$ cat src/rtl/host_endpoint_hub_if.sv
// Host write bus between the host and the endpoint hub.
// HOST_READBACK_EN adds the combinational wire-in readback port pair.
interface host_endpoint_hub_if;
  logic        host_wr_en;
  logic [7:0]  host_addr;
  logic [31:0] host_data;
  logic        host_update;
`ifdef HOST_READBACK_EN
  logic [7:0]  host_rd_addr;
  logic [31:0] host_rd_data;
`endif

  modport master (
    output host_wr_en,
    output host_addr,
    output host_data,
    output host_update
`ifdef HOST_READBACK_EN
    ,
    output host_rd_addr,
    input  host_rd_data
`endif
  );

  modport slave (
    input  host_wr_en,
    input  host_addr,
    input  host_data,
    input  host_update
`ifdef HOST_READBACK_EN
    ,
    input  host_rd_addr,
    output host_rd_data
`endif
  );
endinterface

$ cat src/rtl/host_endpoint_hub.sv
// Host endpoint decoder: shadowed wire-in registers committed on update, and
// single-cycle trigger-in pulses. Define HOST_READBACK_EN for wire readback.
module host_endpoint_hub #(
  parameter int         N_WIRE    = 2,
  parameter int         N_TRIG    = 2,
  parameter logic [7:0] WIRE_BASE = 8'h00,
  parameter logic [7:0] TRIG_BASE = 8'h40
) (
  input  logic                  clk,
  input  logic                  rst_n,
  host_endpoint_hub_if.slave    host,
  output logic [32*N_WIRE-1:0]  wire_out,
  output logic [32*N_TRIG-1:0]  trig_out
);

  logic [32*N_WIRE-1:0] shadow_q, shadow_d;
  logic [32*N_WIRE-1:0] wire_q,   wire_d;
  logic [32*N_TRIG-1:0] trig_q,   trig_d;

  always_comb begin
    shadow_d = shadow_q;
    // Commit reads the pre-write shadow, so a same-cycle write waits for the next update.
    wire_d   = host.host_update ? shadow_q : wire_q;
    trig_d   = '0;
    for (int i = 0; i < N_WIRE; i++) begin
      if (host.host_wr_en && (host.host_addr == WIRE_BASE + 8'(i))) begin
        shadow_d[32*i +: 32] = host.host_data;
      end
    end
    for (int j = 0; j < N_TRIG; j++) begin
      if (host.host_wr_en && (host.host_addr == TRIG_BASE + 8'(j))) begin
        trig_d[32*j +: 32] = host.host_data;
      end
    end
  end

  always_ff @(posedge clk or negedge rst_n) begin
    if (!rst_n) begin
      shadow_q <= '0;
      wire_q   <= '0;
      trig_q   <= '0;
    end else begin
      shadow_q <= shadow_d;
      wire_q   <= wire_d;
      trig_q   <= trig_d;
    end
  end

  assign wire_out = wire_q;
  assign trig_out = trig_q;

`ifdef HOST_READBACK_EN
  // Only wire-in addresses decode; trigger and unmapped addresses read zero.
  always_comb begin
    host.host_rd_data = 32'h0;
    for (int i = 0; i < N_WIRE; i++) begin
      if (host.host_rd_addr == WIRE_BASE + 8'(i)) begin
        host.host_rd_data = wire_q[32*i +: 32];
      end
    end
  end
`endif

endmodule

$ cat src/flat_wrapper.sv
// flat-port wrapper written by rule: the top's interface ports become plain ports
module host_endpoint_hub_flat 
#(
  parameter int         N_WIRE    = 2,
  parameter int         N_TRIG    = 2,
  parameter logic [7:0] WIRE_BASE = 8'h00,
  parameter logic [7:0] TRIG_BASE = 8'h40
)
  (clk, rst_n, wire_out, trig_out, host_host_wr_en, host_host_addr, host_host_data, host_host_update);
  host_endpoint_hub_if host_i ();
  input  logic clk;
  input  logic rst_n;
  output logic [32*N_WIRE-1:0] wire_out;
  output logic [32*N_TRIG-1:0] trig_out;
  input wire logic [$bits(host_i.host_wr_en)-1:0] host_host_wr_en;
  input wire logic [$bits(host_i.host_addr)-1:0] host_host_addr;
  input wire logic [$bits(host_i.host_data)-1:0] host_host_data;
  input wire logic [$bits(host_i.host_update)-1:0] host_host_update;
  assign host_i.host_wr_en = host_host_wr_en;
  assign host_i.host_addr = host_host_addr;
  assign host_i.host_data = host_host_data;
  assign host_i.host_update = host_host_update;
  host_endpoint_hub #(.N_WIRE(N_WIRE), .N_TRIG(N_TRIG), .WIRE_BASE(WIRE_BASE), .TRIG_BASE(TRIG_BASE)) u_core (.clk(clk), .rst_n(rst_n), .host(host_i), .wire_out(wire_out), .trig_out(trig_out));
endmodule
$ cat config.mk
export PLATFORM = sky130hd
export DESIGN_NAME = host_endpoint_hub_flat
export DESIGN_NICKNAME = d
export VERILOG_FILES = /design/src/rtl/host_endpoint_hub_if.sv /design/src/rtl/host_endpoint_hub.sv /design/src/flat_wrapper.sv
export SDC_FILE = /design/constraint.sdc
export NUM_CORES = 1
export LEC_CHECK = 0
export CAP_MARGIN = 30
export CORE_ASPECT_RATIO = 2
export CORE_MARGIN = 8
export CORE_UTILIZATION = 30
export DETAILED_ROUTE_END_ITERATION = 10
export PLACE_DENSITY_LB_ADDON = 0.05
export SETUP_SLACK_MARGIN = 0.05
export SYNTH_ARGS = -nofsm -noshare
export SYNTH_HDL_FRONTEND = slang
export SYNTH_SLANG_ARGS = --single-unit
$ cat constraint.sdc
create_clock -name clk -period 1.3 [get_ports clk]
set_clock_uncertainty 0.2 [all_clocks]
set_input_delay 0.13 -clock clk [delete_from_list [all_inputs] [get_ports clk]]
set_output_delay 0.13 -clock clk [all_outputs]
set_load 0.05 [all_outputs]
==> qor.csv <==
stage,metric,value,unit
global_routing,grt_first_pass_wirelength,29800,microns
critical_path,setup.worst_path.start_class,input pin,
timing,worst_pin_slew,0.319,ns
logic_synthesis,yosys-top-cells-area,"dfrtp_1 (70%), mux2_2 (15%), mux2_1 (6.4%), and2_1 (5.4%), buf_6 (0.98%)",
detailed_routing,vias,4098,
logic_synthesis,synth.ff_latch_count,192,
logic_synthesis,synth.largest_area_cell,dfrtp_1,
timing,fmax,0.702,GHz
cts,sinks_on_the_clock_net,192,
floorplan,row_count,78,
logic_synthesis,fraction_of_registers_with_async_set_or_reset_after_synthesis,100,%
cts,h-tree-depth,4,
floorplan,fp.dieH,230,microns
layout,layout.filler_cells,1943,
detailed_routing,drt-wirelength-per-cell,21.6,microns
placed_design,place_ws,-0.806,ns
logic_synthesis,post-synth-top-count-cell,dfrtp_1,
placed_design,numPortBuffers,171,
detailed_routing,drcViolationCount,0,
timing,final.hold.worst_slack,-0.0352,ns
run_status,failed_checks,"hold timing, setup timing",
logic_synthesis,synth_edf_count,0,
global_routing,grt_max_degree,52,
logic_synthesis,yosys_warnings,0,
global_routing,grt_remaining_overflow,0,
critical_path,cp_data_required_time,1.48,ns
timing,rsz0062_at_grt,true,
logic_synthesis,synth.avg_cell_area,16.7,sq um
floorplan,floorplan.die_area,28400,sq um
placed_design,placedInstanceArea,10400,sq um
power,total_power_per_unit_cell_area,1180,nW/um^2
floorplan,die-width,123,microns
cts,cts_tree,done,
detailed_routing,viasPerCell,4.42,
logic_synthesis,synth-seq-area-share,69.7,%
power,p_leak,5.55,nW
layout,final_nets,678,
timing,slew_headroom,78.7,%
critical_path,criticalPathCategory,input pin to flop,
layout,drive_gt1_share,57.0,%
floorplan,boundaryPins,172,
cts,cts_max_path_buffers,2,
hold_path,worstHoldPathType,input pin to async pin,
run_status,status,"complete, but fails checks",
logic_synthesis,ys.flop_type,dfrtp_1,
cts,insertion_delay,0.43,ns
cts,cts_root_buf,clkbuf_16,
detailed_routing,drt_pre_antenna_iters,4,
timing,fin_crit,1.42,ns
detailed_routing,postRouteWirelength,20000,microns
critical_path,timing.critical_path.to_type,flop,
detailed_routing,drt.antenna.violating_nets,0,
cts,cts-buffers-inserted,17,
critical_path,crit_path_cell_trace,"buf_6, or4b_4, buf_6, nor3_4, buf_12, buf_8, and2_4",
critical_path,timing.critical_path.fanout_max,5,
placed_design,dp.final_hpwl,13800,microns
timing,timing.final.crit_share,110,%
logic_synthesis,synth.distinct_cells,17,
logic_synthesis,synth_fp_nets,458,
global_routing,grt_antenna_before_repair,0,
detailed_routing,detail_route.iter0.violations,124,
global_routing,first_global_vias,4682,
layout,antenna_cells,0,
timing,finalHoldViolations,18,
logic_synthesis,synthesis.instances,414,
layout,area_growth,67.9,%
placed_design,gpl.final_weighted_congestion,0.756,
timing,setup_ws,-0.124,ns
power,peakVddDrop,0.000878,V
critical_path,cp_top_family,simple AND/OR/NAND/NOR gates,
logic_synthesis,synth.top_cell.area_share,69.7,%
critical_path,arrival,1.60,ns
logic_synthesis,post_synthesis_instance_area,6890,sq um
layout,multiInputGateArea,2130,sq um
critical_path,crit_path_top_delay_cell,or4b_4,
timing,finalSetupViolCount,190,
floorplan,start_util,30.4,%
timing,timing_max_transition_violations_final,0,
job,cap_viol_max_count,0,
layout,area.sequential,4810,sq um
critical_path,critPathMostFrequentCell,buf_6,
floorplan,placeableCoreArea,22600,sq um
global_routing,grt_util_all_layers,14.6,%
cts,cts_hold_buffers,3,
critical_path,maximum_single_stage_delay_on_the_critical_path,0.56,ns
logic_synthesis,synth_top_cells_by_count,"dfrtp_1 (192), mux2_2 (89), and2_1 (60)",
cts,clk_pin_slew,0.07,ns
layout,design_area,11600,sq um
critical_path,crit_buf_inv,4,
-- through the flow --
step           hold slack, ns  setup TNS (ns)  cells  utilization, %  total power, mW
6_report              -0.0352           -7.21    927            51.1             13.6
5_1_grt               -0.0344          -13.43    927            51.1             14.2
4_1_cts               -0.0513          -10.50    923            50.6             13.8
3_5_place_dp           -0.151          -93.23    867            46.1             8.05
3_3_place_gp           -0.158          -92.32    867            46.1             8.03
2_1_floorplan          -0.366          -20.75    414               -             7.02
-- worst register-to-register path: stages (launching register included) --
cell and delay [ns]:
dfrtp_2 0.45, buf_4 0.14, mux2_2 0.25
-- cell usage in the layout, fill, tap and decap left out, types with 2 or more instances in the layout --
| cell type | instances |
|---|---|
| clkinvlp_4 | 4 |
| and2_1 | 43 |
| clkbuf_16 | 18 |
| and2_4 | 19 |
| buf_4 | 24 |
| dfrtp_2 | 2 |
| mux2_2 | 87 |
| mux2_1 | 7 |
| dlygate4sd3_1 | 3 |
| clkdlybuf4s50_1 | 32 |
| buf_12 | 141 |
| or4b_4 | 2 |
| buf_6 | 8 |
| buf_2 | 2 |
| mux2_4 | 34 |
| inv_6 | 4 |
| buf_16 | 2 |
| clkbuf_8 | 2 |
| buf_8 | 5 |
| dfrtp_1 | 190 |
| and2_2 | 2 |
| nor3_4 | 2 |
| bufinv_16 | 4 |
-- area by class of cell --
| class | count | area share, % |
|---|---|---|
| Timing Repair Buffer | 221 | 31.4 |
| Tap cell | 280 | 3.03 |
| Multi-Input combinational cell | 200 | 18.4 |
| Clock inverter | 14 | 1.74 |
| Inverter | 2 | 0.0649 |
| Sequential cell | 192 | 41.5 |
| Clock buffer | 18 | 3.80 |
-- report_power, final --
part / switching (mW) / leakage [nW] / internal [mW]
clock: 2.35 / 0.302 / 3.31
combinational: 0.793 / 2.60 / 0.818
sequential: 0.179 / 2.66 / 6.18
total: 3.32 / 5.55 / 10.3
-- final timing paths --
| check | slack (ns) | end | start | depth (start not counted) |
|---|---|---|---|---|
| worst max-delay path | -0.12 | u_core.trig_out[44] | host_host_addr[5] | 7 |
| worst min-delay path | -0.04 | u_core.trig_out[5] | rst_n | 2 |
| worst max register to register | 0.14 | u_core.wire_out[55] | u_core.wire_out[55] | 2 |
| worst min register to register | 0.29 | u_core.shadow_q[3] | u_core.shadow_q[3] | 1 |
| max in group asynchronous | 0.36 | u_core.trig_out[13] | rst_n | 3 |
| min in group clk | 0.02 | u_core.wire_out[53] | host_host_update | 3 |
-- per-layer routing --
layer | track usage (%) | wire length, microns | vias to the layer above
li1 | - | - | 1843
met1 | 15.3 | 7220 | 2107
met2 | 26.2 | 11200 | 129
met3 | 4.55 | 1210 | 19
met4 | 5.91 | 354 | 0
met5 | 0 | 0 | -
-- what timing repair did --
action,CTS,global route
pin swaps,7,4
resized for setup,73,38
setup buffers,15,6
hold endpoints to repair,199,18
gates cloned,6,1
setup endpoints to repair,256,213
-- kinds of logic after synthesis --
family        share of synthesized area, %
buf+inv                               2.20
flops                                 69.7
mux                                   20.9
simple gates                          7.20
-- state kept, by name (all words and copies together), names as in the netlist --
| register | count |
|---|---|
| u_core.shadow_q | 64 |
| u_core.trig_out | 64 |
| u_core.wire_out | 64 |
No activity file was read; power rests on OpenSTA's default activity.
